$ cat config.mk
export PLATFORM = sky130hd
export DESIGN_NAME = spi_tx_fifo_ctrl
export DESIGN_NICKNAME = d
export VERILOG_FILES = /design/src/rtl/spi_tx_fifo_ctrl.sv
export SDC_FILE = /design/constraint.sdc
export NUM_CORES = 1
export LEC_CHECK = 0
export BUFFER_PORTS_ARGS = -buffer_cell sky130_fd_sc_hd__buf_2
export CAP_MARGIN = 5
export CORE_MARGIN = 3
export CORE_UTILIZATION = 25
export DETAILED_ROUTE_END_ITERATION = 8
export GPL_TIMING_DRIVEN = 0
export PLACE_DENSITY = 0.4
export SLEW_MARGIN = 20
export SYNTH_ARGS = -nofsm -noshare
export SYNTH_HDL_FRONTEND = slang
export SYNTH_SLANG_ARGS = --single-unit
$ cat constraint.sdc
create_clock -name sys_clk -period 3.4 [get_ports sys_clk]
set_input_delay 0.51 -clock sys_clk [delete_from_list [all_inputs] [get_ports sys_clk]]
set_output_delay 0.51 -clock sys_clk [all_outputs]
set_load 0.005 [all_outputs]
$ cat src/rtl/spi_tx_fifo_ctrl.sv
// spi_tx_fifo_ctrl: byte FIFO plus launch controller in front of an 8-bit SPI
// transmitter. Bytes pushed by the parking-system updaters are queued and then
// launched one at a time (SPI_start pulse + send_data). The transmitter's chip
// select tells us when a transfer is in flight. A minimum CS-high gap is kept
// between two transfers.
//
// Optional feature: define SPI_TIMEOUT_EN to enable the transfer watchdog.
// When it is undefined, the FSM waits on CS indefinitely and timeout_err is
// tied to 0.
//
// Ports:
//   sys_clk      system clock
//   sys_rst      asynchronous active-low reset
//   wr_en        push request
//   wr_data      byte to push
//   full         FIFO holds DEPTH entries
//   empty        FIFO holds no entries
//   level        current entry count, 0..DEPTH
//   ovf          sticky overflow flag (a push was rejected)
//   ovf_clr      clears ovf
//   spi_cs_in    transmitter chip select; low means a transfer is in flight
//   SPI_start    one-cycle launch pulse to the transmitter
//   send_data    byte presented to the transmitter, held until the next launch
//   busy         FSM is not idle
//   timeout_err  one-cycle pulse on watchdog expiry (SPI_TIMEOUT_EN only)
module spi_tx_fifo_ctrl #(
  parameter int unsigned DEPTH          = 8,
  parameter int unsigned ADDR_W         = 3,
  parameter int unsigned GAP_CYCLES     = 4,
  parameter int unsigned TIMEOUT_CYCLES = 255
) (
  input  logic              sys_clk,
  input  logic              sys_rst,
  input  logic              wr_en,
  input  logic [7:0]        wr_data,
  output logic              full,
  output logic              empty,
  output logic [ADDR_W:0]   level,
  output logic              ovf,
  input  logic              ovf_clr,
  input  logic              spi_cs_in,
  output logic              SPI_start,
  output logic [7:0]        send_data,
  output logic              busy,
  output logic              timeout_err
);

  localparam int unsigned LVL_W = ADDR_W + 1;
  localparam int unsigned GAP_W = 8;

  typedef enum logic [1:0] {
    S_IDLE      = 2'd0,
    S_WAIT_LOW  = 2'd1,
    S_WAIT_HIGH = 2'd2,
    S_GAP       = 2'd3
  } state_t;

  state_t             state;
  state_t             state_nxt;

  logic [7:0]         mem [DEPTH];
  logic [ADDR_W-1:0]  wr_ptr;
  logic [ADDR_W-1:0]  rd_ptr;
  logic [LVL_W-1:0]   level_nxt;
  logic [GAP_W-1:0]   gap_cnt;
  logic [GAP_W-1:0]   gap_nxt;
  logic               push_ok;
  logic               pop;
  logic               to_hit;
  logic               start_nxt;
  logic               busy_nxt;
  logic [7:0]         send_nxt;

  // A full FIFO rejects a push even when a pop happens in the same cycle.
  assign push_ok = wr_en && !full;
  // Launch only from IDLE, only with data, and never while CS is low.
  assign pop     = (state == S_IDLE) && !empty && spi_cs_in;

  // Entry count update; simultaneous push and pop leave it unchanged.
  always_comb begin
    level_nxt = level;
    case ({push_ok, pop})
      2'b10:   level_nxt = level + LVL_W'(1);
      2'b01:   level_nxt = level - LVL_W'(1);
      default: level_nxt = level;
    endcase
  end

  // Storage array; contents need no reset since pointers gate every read.
  always_ff @(posedge sys_clk) begin
    if (push_ok) begin
      mem[wr_ptr] <= wr_data;
    end
  end

  // Pointers, level, flags. Pointers wrap naturally at DEPTH (power of two).
  always_ff @(posedge sys_clk or negedge sys_rst) begin
    if (!sys_rst) begin
      wr_ptr <= '0;
      rd_ptr <= '0;
      level  <= '0;
      full   <= 1'b0;
      empty  <= 1'b1;
      ovf    <= 1'b0;
    end else begin
      if (push_ok) begin
        wr_ptr <= wr_ptr + ADDR_W'(1);
      end
      if (pop) begin
        rd_ptr <= rd_ptr + ADDR_W'(1);
      end
      level <= level_nxt;
      full  <= (level_nxt == LVL_W'(DEPTH));
      empty <= (level_nxt == '0);
      // A rejected push wins over a same-cycle clear.
      if (wr_en && full) begin
        ovf <= 1'b1;
      end else if (ovf_clr) begin
        ovf <= 1'b0;
      end
    end
  end

`ifdef SPI_TIMEOUT_EN
  localparam int unsigned TO_W = (TIMEOUT_CYCLES > 1) ? $clog2(TIMEOUT_CYCLES + 1) : 1;

  logic [TO_W-1:0] to_cnt;
  logic            waiting;

  assign waiting = (state == S_WAIT_LOW) || (state == S_WAIT_HIGH);
  // Fires in the TIMEOUT_CYCLES-th cycle spent in the current wait state.
  assign to_hit  = waiting && (to_cnt == TO_W'(TIMEOUT_CYCLES - 1));

  // Watchdog counter, restarted on every state change.
  always_ff @(posedge sys_clk or negedge sys_rst) begin
    if (!sys_rst) begin
      to_cnt <= '0;
    end else if (state_nxt != state) begin
      to_cnt <= '0;
    end else if (waiting) begin
      to_cnt <= to_cnt + TO_W'(1);
    end
  end
`else
  // Watchdog limit only matters when the watchdog is built in.
  logic unused_timeout;
  assign unused_timeout = ^TIMEOUT_CYCLES;
  assign to_hit         = 1'b0;
`endif

  // FSM state register.
  always_ff @(posedge sys_clk or negedge sys_rst) begin
    if (!sys_rst) begin
      state <= S_IDLE;
    end else begin
      state <= state_nxt;
    end
  end

  // FSM next-state logic.
  always_comb begin
    state_nxt = state;
    case (state)
      S_IDLE:      if (pop)             state_nxt = S_WAIT_LOW;
      S_WAIT_LOW:  if (!spi_cs_in)      state_nxt = S_WAIT_HIGH;
      S_WAIT_HIGH: if (spi_cs_in)       state_nxt = S_GAP;
      // GAP lasts GAP_CYCLES cycles, and at least one when GAP_CYCLES is 0.
      S_GAP:       if (gap_cnt <= GAP_W'(1)) state_nxt = S_IDLE;
      default:                          state_nxt = S_IDLE;
    endcase
    // A stuck transfer is abandoned; its byte is already popped and lost.
    if (to_hit) begin
      state_nxt = S_IDLE;
    end
  end

  // FSM output logic: next values of the registered outputs.
  always_comb begin
    start_nxt = 1'b0;
    send_nxt  = send_data;
    gap_nxt   = gap_cnt;
    busy_nxt  = (state_nxt != S_IDLE);
    case (state)
      S_IDLE: begin
        if (pop) begin
          start_nxt = 1'b1;
          send_nxt  = mem[rd_ptr];
        end
      end
      S_WAIT_HIGH: begin
        if (spi_cs_in) begin
          gap_nxt = GAP_W'(GAP_CYCLES);
        end
      end
      S_GAP: begin
        if (gap_cnt != '0) begin
          gap_nxt = gap_cnt - GAP_W'(1);
        end
      end
      default: begin
        gap_nxt = gap_cnt;
      end
    endcase
  end

  // Output and gap-counter registers.
  always_ff @(posedge sys_clk or negedge sys_rst) begin
    if (!sys_rst) begin
      SPI_start   <= 1'b0;
      send_data   <= 8'd0;
      busy        <= 1'b0;
      timeout_err <= 1'b0;
      gap_cnt     <= '0;
    end else begin
      SPI_start   <= start_nxt;
      send_data   <= send_nxt;
      busy        <= busy_nxt;
      timeout_err <= to_hit;
      gap_cnt     <= gap_nxt;
    end
  end

endmodule

Word level (Yosys, flattened, before mapping)
Memory sizes are Yosys's and may differ from the RTL's. A register that Yosys moved wholly into a read port is not among the register bits.
Index checks and enable logic that the tools add are counted.
W data, S select, Z words.
{"block": "classes", "n_addsub": 5, "n_reduce_logical": 15, "eq_ne": 8, "magnitude_cmp": 1, "muxes": 15}
{"operator": "$mux W8", "count": 2}
{"operator": "$pmux W8 S2", "count": 1}
{"operator": "$le A8 B1 Y1 const B", "count": 1}
{"operator": "$mux W2", "count": 4}
{"operator": "$pmux W2 S4", "count": 1}
{"operator": "$pmux W4 S2", "count": 1}
{"operator": "$reduce_bool A8 Y1", "count": 1}
{"operator": "$sub A8 B1 Y8 const B", "count": 1}
{"operator": "$add A3 B1 Y3 const B", "count": 2}
{"operator": "$eq A2 B2 Y1 const B", "count": 3}
{"operator": "$mux W1", "count": 6}
{"operator": "$reduce_bool A2 Y1", "count": 3}
{"operator": "$add A4 B1 Y4 const B", "count": 1}
{"operator": "$eq A2 B1 Y1 const B", "count": 2}
{"operator": "$eq A4 B4 Y1 const B", "count": 1}
{"operator": "$logic_and A1 B1 Y1", "count": 4}
{"operator": "$logic_not A4 Y1", "count": 1}
{"operator": "$ne A2 B2 Y1 const B", "count": 2}
{"operator": "$sub A4 B1 Y4 const B", "count": 1}
{"operator": "$logic_not A1 Y1", "count": 3}
{"operator": "$reduce_and A3 Y1", "count": 1}
{"operator": "$logic_not A2 Y1", "count": 1}
{"operator": "$reduce_and A2 Y1", "count": 1}
{"block": "totals", "ff_bits": 25, "n_memories": 1, "word_cells": 55, "ram_bits": 64}
{"name": "mem", "depth": 8, "width": 8, "rd": 1, "rd_ports_with_merged_regs": 1, "wr": 1, "line_no": "61", "rtl": "logic [7:0] mem [DEPTH];"}

Depth between registers and ports, before layout
Gate-level depths: netlist of the first run.
{"block": "depth", "ltp_word": 6, "ltp_mapped": 10, "depth_no_buf": 9}

Worst setup path before layout of the first run
No wires, ideal clock.
{"block": "synth_timing", "kind": "input to register", "start": "input port spi_cs_in", "end": "register empty", "stages": 9, "path_buffers": 1, "setup_ps": 89, "t_required_ps": 3311, "arrival_ps": 2577, "setup_slack_ps": 733, "path_cell_list": "nand2b_1 -> nor3_1 -> clkbuf_1 -> ha_1 -> xor2_1 -> ha_1 -> mux2_2 -> a2111o_1 -> a211oi_1"}
{"block": "synth_between", "elab_chain_cells": 4, "elab_cells_between_ends": 5, "cone_classes": "2 x eq/ne; 1 x mux; 2 x reduce/logical"}
{"item": "from (decl)", "line_no": "41", "rtl": "input logic spi_cs_in,"}
{"item": "$logic_and A1 B1 Y1 (*)", "line_no": "77", "rtl": "assign pop = (state == S_IDLE) && !empty && spi_cs_in;"}
{"item": "via pop", "line_no": "68", "rtl": "logic pop;"}
{"item": "$eq A2 B1 Y1 / $eq A2 B2 Y1 (equally long branches)", "line_no": "82", "rtl": "case ({push_ok, pop})"}
{"item": "$pmux W4 S2 (*)", "line_no": "82"}
{"item": "via level_nxt[1]", "line_no": "64", "rtl": "logic [LVL_W-1:0] level_nxt;"}
{"item": "$logic_not A4 Y1 (*)", "line_no": "114", "rtl": "empty <= (level_nxt == '0);"}
{"item": "to (signal assigned)", "line_no": "114"}
{"item": "to (decl)", "line_no": "37", "rtl": "output logic empty,"}
Mark *: on every way through the listed nets, which the timed path passes. The rest lies on a longest branch.
A chain may end at the register's enable or synchronous reset.

Worst setup path after layout of the first run
{"block": "layout_timing", "start": "register empty", "end": "register full"}
{"block": "layout_between", "elab_chain_cells": 6, "elab_cells_between_ends": 7, "cone_classes": "3 x eq/ne; 1 x mux; 3 x reduce/logical"}
{"item": "$logic_not A1 Y1 (*)", "line_no": "77"}
{"item": "$logic_and A1 B1 Y1 (*) (2 in a row)", "line_no": "77"}
{"item": "via pop", "line_no": "68"}
{"item": "$eq A2 B1 Y1 / $eq A2 B2 Y1 (equally long branches)", "line_no": "82"}
{"item": "$pmux W4 S2 (*)", "line_no": "82"}
{"item": "via level_nxt[1]", "line_no": "64"}
{"item": "$eq A4 B4 Y1 (*)", "line_no": "113", "rtl": "full <= (level_nxt == LVL_W'(DEPTH));"}
{"item": "to (signal assigned)", "line_no": "113"}
{"item": "to (decl)", "line_no": "36", "rtl": "output logic full,"}
Marks and branches as above.

==> results of run 1 <==
-- stage by stage --
step | total power, mW | setup TNS (ps) | instance area (sq um) | hold slack [ps]
floorplan | 2.696 | 0 | 4060 | 214.4
global placement | 3.120 | -251.9 | 4469 | 490.2
detailed placement | 3.145 | -231.5 | 4498 | 490.2
CTS | 4.271 | 0 | 4818 | 283.0
global route | 4.491 | 0 | 4820 | 318.9
finish | 4.172 | 0 | 4820 | 254.6
-- worst paths after layout --
| check | start | end | slack (ps) | depth (start not counted) |
|---|---|---|---|---|
| max | empty | full | 490 | 9 |
| min | sys_rst | SPI_start | 250 | 1 |
| max reg2reg | empty | full | 490 | 9 |
| min reg2reg | wr_ptr[2] | wr_ptr[2] | 490 | 1 |
| max in group asynchronous | sys_rst | send_data[3] | 2630 | 1 |
| min in group sys_clk | ovf_clr | ovf | 370 | 2 |
-- metal layers --
layer	track usage, %	vias up	part of all wire (%)
met3	2.417	9	2.5
li1	-	1090	-
met1	12.89	1158	46
met2	16.34	31	50
met5	0	-	0
met4	4.114	0	1.5
-- cell families (layout without fill, tap and decap cells) --
kind of cell	Yosys count	after routing	share of synthesized area, %
AOI/OAI and AO/OA	36	36	5.763
and+or+nand+nor	69	69	8.691
muxes	28	28	11.93
xor gates and xnor gates	8	8	1.726
other	1	1	0.09236
adders and majority gates	8	8	2.465
buffers and inverters	16	63	1.633
DFF	97	97	67.70
-- timing repair --
item | in CTS | in global routing
setup endpoints to repair | 0 | 2
gates resized for setup | 0 | 2
endpoints found under the hold margin | 0 | 0
setup buffers | 0 | 0
-- worst max-delay path: cells and delay by family (launching register included) --
kind	cells	cell delay, ps
compound gates	2	630
fa+ha+maj	2	550
simple gates	2	430
flops	1	370
buf+inv	1	370
mux	1	290
xor+xnor	1	170
-- flip-flops by register name (all words and copies together) (netlist names), 2 cells and up --
| signal | cells |
|---|---|
| send_data | 8 |
| mem | 64 |
| rd_ptr | 3 |
| level | 4 |
| state | 2 |
| gap_cnt | 8 |
| wr_ptr | 3 |
-- cell type report --
class | instances | area (sq um)
fill | 1562 | 10720
sequential | 97 | 2749
buffer | 10 | 45.04
clock buffer | 11 | 232.7
timing repair buffer | 31 | 163.9
clock inverter | 5 | 87.58
inverter | 6 | 22.52
tap | 211 | 264.0
multi-input combinational | 150 | 1255
-- power breakdown --
part	internal [mW]	total, mW	switching, mW
Combinational	0.608	1.32	0.708
Clock	0.653	1.09	0.438
Sequential	1.57	1.76	0.195
Total	2.83	4.17	1.34
-- placed cells by master, fill, tap and decap left out, drive strengths merged, types with 2 or more instances in the layout --
cell type  synthesis  routed
nor2              21      21
clkbuf             5      16
o31ai              2       2
o21ai              5       5
xnor2              5       5
mux2i              9       9
nand2             15      15
buf                5      36
ha                 8       8
nand3              4       4
a21oi             16      16
nand2b             5       5
bufinv             0       2
xor2               3       3
or4                3       3
o311ai             2       2
nor4               2       2
a211oi             2       2
nor3               7       7
inv                6       8
dfrtp             32      32
edfxtp            64      64
mux2               3       3
nor2b              3       3
mux4              16      16
==> results by group, run 1 <==
Synthesis
  – Syn. warnings: 0
  – Post-synthesis register bit count: 97
  – Synth area leader: edfxtp_1
  – Synth Area per Inst: 15.44 sq um
  – Area contributors post-synth: edfxtp_1 47%, dfrtp_1 20%, mux4_2 8.9%, ha_1 2.5%, mux2i_1 2.2%
  – Synth Instances: 263
  – Total nets after synthesis: 284
  – Ys flop type: edfxtp_1
  – Most numerous cell in the Yosys netlist: edfxtp_1
  – Netlist cell types: 47
  – Seq/Total Area, Yosys: 67.70%
  – Synth Cell Area: 4060 sq um
  – Post-synth top cells: 64 x edfxtp_1, 32 x dfrtp_1, 21 x nor2_1
  – EDFF count, synth: 64
  – Area share of the largest cell type after synthesis: 47.33%
  – Async set-or-reset flop fraction in the synthesized netlist: 34.02%

Routing
  – Iter 0 DRT Violations: 81
  – WL per Instance: 16.08 um
  – Vias per Instance: 4.392
  – Via count: 2,288
  – Remaining DRCs: 0
  – Post-route ant nets: 0
  – Final wirelength: 8377 um
  – Drt first pass iters: 4

Floorplanning
  – Core ar.: 15,540 sq um
  – Die X-Extent: 133.4 um
  – Die area: 17,810 sq um
  – Initial Utilization: 26.13%
  – Die Span Y: 133.4 um
  – Rows: 45
  – Boundary pin count: 31

Min path
  – Hold Crit Class: primary input to asynchronous set/reset pin

Placement
  – Port-buffer cells: 29
  – Final GP Congestion: 0.7259
  – Pre-CTS WS: -117.0 ps
  – Placed Cells: 505
  – Post-DP HPWL: 5533 um

Clocking
  – CTS Buf Count: 9
  – Hold buffer count at CTS: 0
  – TritonCTS clock tree: yes
  – Htree depth: 3
  – # clock sinks: 97
  – Worst-path clk slew: 70 ps
  – Clk Latency, worst-skew pair: 340 ps
  – CTS Root Buffer Type: clkbuf_16
  – CTS max path bufs: 2

STA
  – RSZ-0062 raised after global routing: false
  – Max_slew headroom: 31.59%
  – Final Max Tran Viols: 0
  – Min Tclk post-route: 2906 ps
  – Final Worst Setup Slack: 493.6 ps
  – Final Hold Fails: 0
  – Setup violators final: 0
  – Final Cycle Share: 85.48%
  – Fmax: 0.3441 GHz
  – Final Skew: 7.009 ps
  – Pin slew with the least headroom to its limit: 1022 ps

Run
  – Max-cap violations: 0

Global route
  – Initial antenna violation count: 0
  – First-pass GRT wire length: 13,310 um
  – Number of global-route vias before repair: 2,312
  – GRT overflow: 0
  – Total track usage: 10.03%
  – Largest net degree at the start of global routing: 34

Setup path
  – Worst EP arrival: 3150 ps
  – Critical-path cell with the highest stage delay: a2111o_1
  – CP max stage delay: 420 ps
  – CP startpoint kind: flop
  – CP required: 3650 ps
  – Crit path cell chain: nand2b_1, nor3_1, clkbuf_2, ha_1, xor2_1, ha_1, mux2_2, a2111o_1, a2bb2oi_1
  – Most used cell along the critical path: ha_1
  – Setup Crit Path Kind: flop to flop
  – Critical Path End Type: flop
  – Worst Path Max Fanout: 11

Power and ir drop
  – Pleak: 1.737 nW
  – VDD IR max: 0.0002986 V
  – Cell Pwr Density: 865.5 nW/um^2

Final layout
  – Final Net Count: 326
  – Non-filler cells, final: 521
  – Layout Utilization: 31.01%
  – Layout cells sized above 1: 23.87%
  – Diodes inserted: 0
  – Layout area overhead: 18.71%

Outcome
  – Status: finished clean
Note: power is estimated with default switching activity, not from simulation.
==> run 2, diff against run 1 <==
REMOVE_ABC_BUFFERS = 1   (was default)
==> run 2 against run 1 <==
- die area unchanged
- clock power is essentially flat
- cell count shrank 1.5%
- non-clock buffer count is 8 lower
- flip-flop and latch count stayed put
- largest cell class unchanged
- critical path depth fell by 1
- critical path type unchanged
- fmax increased by 5.8%
==> results by group, run 2 (same netlist as run 1, synthesis figures left out) <==
Placement
  – Placed Cells: 497
  – Port-buffer cells: 29
  – Final GP Congestion: 0.6778
  – Post-DP HPWL: 5243 um

Floorplanning
  – Initial Utilization: 26.13%
  – Core ar.: 15,540 sq um
  – Boundary pin count: 31
  – Die Span Y: 133.4 um
  – Die area: 17,810 sq um
  – Die X-Extent: 133.4 um
  – Rows: 45

Clocking
  – Post CTS Setup Buffer Count: 0
  – # clock sinks: 97
  – CTS Root Buffer Type: clkbuf_16
  – Htree depth: 3
  – CTS Buf Count: 9
  – CTS max path bufs: 2
  – TritonCTS clock tree: yes
  – CTS resizes: 0
  – Hold buffer count at CTS: 0
  – Worst-path clk slew: 70 ps
  – Clk Latency, worst-skew pair: 350 ps

STA
  – Final Skew: 6.426 ps
  – Final Max Tran Viols: 0
  – Min Tclk post-route: 2747 ps
  – RSZ-0062 raised after global routing: false
  – Pin slew with the least headroom to its limit: 1081 ps
  – Setup TNS: 0 ps
  – Final Cycle Share: 80.79%
  – Fmax: 0.3641 GHz
  – Setup violators final: 0
  – Final Hold Fails: 0
  – Max_slew headroom: 27.68%

Min path
  – Hold Crit Class: primary input to asynchronous set/reset pin

Power and ir drop
  – Tot Pwr: 4.099 mW
  – Pleak: 1.717 nW
  – Cell Pwr Density: 856.4 nW/um^2
  – VDD IR max: 0.0002841 V

Setup path
  – CP startpoint kind: flop
  – Setup Crit Path Kind: flop to flop
  – Worst Path Max Fanout: 6
  – Worst EP arrival: 2990 ps
  – CP required: 3640 ps
  – Critical Path End Type: flop

Global route
  – First-pass GRT wire length: 12,740 um
  – Largest net degree at the start of global routing: 34
  – Initial antenna violation count: 0
  – Number of global-route vias before repair: 2,256
  – GRT overflow: 0
  – Total track usage: 9.637%

Routing
  – Via count: 2,234
  – Vias per Instance: 4.355
  – Remaining DRCs: 0
  – Drt first pass iters: 4
  – Final wirelength: 8066 um
  – WL per Instance: 15.72 um
  – Iter 0 DRT Violations: 135
  – Post-route ant nets: 0

Final layout
  – Layout area overhead: 17.87%
  – Max FFs per register: 64
  – Non-filler cells, final: 513
  – Final Net Count: 318
  – Biggest register: mem
  – Diodes inserted: 0
  – Most frequent cells in the layout: 64 x edfxtp_1, 31 x dfrtp_1, 29 x buf_2, 21 x nor2_1
  – Layout cells sized above 1: 25.17%
  – Commonest non-fill, non-tap cell in the layout: edfxtp_1
  – Largest regs: mem (64), gap_cnt (8), send_data (8)
  – Layout Utilization: 30.80%

Run
  – Max-cap violations: 0

Outcome
  – Status: finished clean
run 2: worst paths after layout:
path | from | cells past startpoint | to | slack [ps]
max in group asynchronous | sys_rst | 1 | rd_ptr[0] | 2610
setup reg to reg | full | 8 | empty | 650
hold reg to reg | wr_ptr[2] | 1 | wr_ptr[2] | 500
min in group sys_clk | ovf_clr | 2 | ovf | 350
hold / removal | sys_rst | 1 | gap_cnt[3] | 240
setup / recovery | full | 8 | empty | 650
run 2: area by class of cell:
cell class / instances / area (sq um)
clock inverter: 7 / 85.08
fill: 1557 / 10750
inverter: 6 / 22.52
clock buffer: 9 / 225.2
tap: 211 / 264.0
timing repair buffer: 33 / 178.9
multi-input combinational: 150 / 1260
sequential: 97 / 2750
run 2: power by group:
part / leakage [nW] / internal, mW / switching [mW] / total (mW)
clock network: 0.146 / 0.586 / 0.475 / 1.06
logic: 0.600 / 0.592 / 0.525 / 1.12
registers: 0.971 / 1.57 / 0.355 / 1.92
total: 1.72 / 2.74 / 1.35 / 4.10
run 2: metal layers:
layer / up-vias / part of all wire, % / global-route usage (%)
li1: 1074 / - / -
met1: 1112 / 45 / 12.17
met2: 36 / 49 / 15.52
met3: 12 / 3.2 / 2.190
met4: 0 / 2.1 / 4.971
met5: - / 0 / 0
run 2: stage by stage:
| step | cell area (sq um) | worst slack, ps | hold slack (ps) |
|---|---|---|---|
| floorplan | 4016 | -93.53 | 214.4 |
| global placement | 4425 | -1562 | 483.4 |
| detailed placement | 4476 | 391.2 | 484.3 |
| CTS | 4786 | 595.8 | 282.8 |
| global route | 4786 | 374.9 | 320.8 |
| finish | 4786 | 653.3 | 239.8 |
run 2: worst max-delay path, stage by stage, from the launching register on:
cell and delay [ps]:
dfrtp_1 400, nor2b_1 390, inv_1 130, ha_1 290, xor2_1 180, ha_1 270
mux2_2 290, a2111o_1 410, a211oi_1 280
==> run 3, diff against run 2 <==
PLACE_DENSITY = 0.41   (was 0.4)
clock period = 2.2 ns   (was 3.4 ns; I/O delays follow)
==> run 3 against run 2 <==
- the flow now finishes with violations (negative setup slack)
- sequential share of layout area shrank 1.3 points
- die area is the same
- setup slack worse by 730 ps
- critical path depth is the same
- sequential power is 54% higher
- largest power group unchanged
==> results by group, run 3 (same netlist as run 1, synthesis figures left out) <==
Placement
  – Dpl cell area: 4479 sq um
  – Final GP Congestion: 0.6953
  – Port-buffer cells: 29
  – Placed Cells: 497
  – Pre-CTS WS: -686.2 ps
  – Post-DP HPWL: 5221 um

STA
  – Setup TNS: -134.5 ps
  – Final Cycle Share: 103.4%
  – Final hold slack: 75.16 ps
  – Final Max Tran Viols: 0
  – RSZ-0062 raised after global routing: true
  – Final Skew: 8.793 ps
  – Max_slew headroom: 30.26%
  – Pin slew with the least headroom to its limit: 1042 ps
  – Fmax: 0.4396 GHz
  – Final Worst Setup Slack: -74.81 ps
  – Min Tclk post-route: 2275 ps
  – Setup violators final: 2
  – Final Hold Fails: 0

Setup path
  – CP startpoint kind: flop
  – Setup Crit Path Kind: flop to flop
  – Worst-case reg-to-reg path depth: 8
  – Worst EP arrival: 2540 ps
  – Reg-to-Reg Start: empty
  – Worst Path Max Fanout: 3
  – CP max stage delay: 370 ps
  – Critical Path End Type: flop
  – R2r setup slk: -70 ps
  – Critical-path cell with the highest stage delay: dfstp_2
  – Reg2Reg Capture Point: empty
  – Crit path cell chain: nand2b_4, nor3_4, ha_4, xor2_1, ha_1, mux2_4, a2111o_1, a211oi_2
  – CP required: 2460 ps

Routing
  – Post-route ant nets: 0
  – Final wirelength: 8282 um
  – Remaining DRCs: 0
  – Iter 0 DRT Violations: 132
  – Vias per Instance: 4.385
  – Via count: 2,280
  – WL per Instance: 15.93 um
  – Drt first pass iters: 4

Power and ir drop
  – Internal power: 4.250 mW
  – Clock power frac: 24.3%
  – Cell Pwr Density: 1305 nW/um^2
  – Combinational power share: 29.5%
  – VDD IR max: 0.0004123 V
  – Pleak: 1.769 nW
  – Tot Pwr: 6.393 mW
  – NetSw: 2.143 mW
  – Seq pwr share: 46.2%
  – Sw Share: 33.52%

Final layout
  – Filler instances: 1,566
  – Biggest register: mem
  – Footprint of the multi-input gates: 1326 sq um
  – Non-filler cells, final: 520
  – FF/Latch Area: 2753 sq um
  – Diodes inserted: 0
  – Layout Utilization: 31.53%
  – Layout area overhead: 20.68%
  – Layout cells sized above 1: 30.10%
  – Most frequent cells in the layout: 64 x edfxtp_1, 29 x dfrtp_1, 29 x buf_2, 20 x nor2_1, 16 x mux4_2
  – Commonest non-fill, non-tap cell in the layout: edfxtp_1
  – Largest regs: mem (64), gap_cnt (8), send_data (8)
  – Finished Cell Area: 4900 sq um
  – Max FFs per register: 64
  – Final Net Count: 325

Outcome
  – Failing checks: negative setup slack
  – Status: finished, violations left

Min path
  – Hold Crit Class: primary input to asynchronous set/reset pin

Global route
  – Initial antenna violation count: 0
  – Number of global-route vias before repair: 2,326
  – GRT overflow: 0
  – First-pass GRT wire length: 12,920 um
  – Total track usage: 9.783%
  – Largest net degree at the start of global routing: 34

Floorplanning
  – Initial Utilization: 26.13%
  – Die area: 17,810 sq um
  – Core ar.: 15,540 sq um
  – Boundary pin count: 31
  – Die X-Extent: 133.4 um
  – Rows: 45
  – Die Span Y: 133.4 um

Clocking
  – Worst-path clk slew: 70 ps
  – CTS max path bufs: 2
  – TritonCTS clock tree: yes
  – CTS Buf Count: 9
  – Htree depth: 3
  – CTS Root Buffer Type: clkbuf_16
  – # clock sinks: 97
  – Hold buffer count at CTS: 0
  – Clk Latency, worst-skew pair: 350 ps

Run
  – Max-cap violations: 0
-- run 3: cell count changes in the layout (fill, tap and decap cells not counted), moves of 2 or more --
| cell | before | now |
|---|---|---|
| buf_4 | 3 | 8 |
| buf_6 | 1 | 3 |
| dfrtp_1 | 31 | 29 |
| dfrtp_2 | 1 | 3 |
| ha_1 | 8 | 6 |
| ha_4 | 0 | 2 |
-- run 3: repair_timing --
| item | in CTS | in global routing |
|---|---|---|
| pin swaps | 5 | 4 |
| endpoints found under the setup margin | 53 | 3 |
| gates resized for setup | 13 | 3 |
| setup buffers | 6 | 1 |
-- run 3: layout make-up --
cell class              count  share of cell area (%)
clock buffers              10                   4.877
clock inverters             6                   1.149
inverters                   6                  0.4597
multi-input cells         150                   27.07
flip-flops and latches     97                   56.18
well taps                 211                   5.388
repair buffers             40                   4.877
-- run 3: worst max path at each step --
stage	start	to	cells after the start	slack, ps
3_3_place_gp	state[0]	empty	7	-2570
2_1_floorplan	state[0]	empty	7	-1260
3_5_place_dp	spi_cs_in	empty	9	-690
5_1_grt	empty	empty	8	-200
6_report	empty	empty	8	-70
4_1_cts	empty	empty	8	-110
-- run 3: worst max-delay path: cells and delay by family, from the launching register on --
| kind | cells | cell delay, ps |
|---|---|---|
| DFF | 1 | 370 |
| muxes | 1 | 290 |
| xor gates and xnor gates | 1 | 140 |
| and+or+nand+nor | 2 | 410 |
| AOI/OAI and AO/OA | 2 | 540 |
| adders and majority gates | 2 | 420 |
-- run 3: layer usage --
| layer | track usage [%] | vias to the layer above | part of all wire [%] |
|---|---|---|---|
| met3 | 2.719 | 9 | 3.3 |
| li1 | - | 1088 | - |
| met1 | 12.11 | 1158 | 46 |
| met5 | 0 | - | 0 |
| met4 | 3.943 | 0 | 1.5 |
| met2 | 16.22 | 25 | 49 |
-- run 3: power groups by stage --
stage	sequential (mW)	combinational, mW	clock, mW
2_1_floorplan	2.86	1.26	0
3_3_place_gp	3.00	1.74	0
3_5_place_dp	3.02	1.77	0
4_1_cts	2.98	1.90	1.61
5_1_grt	3.05	2.11	1.69
6_report	2.96	1.88	1.55
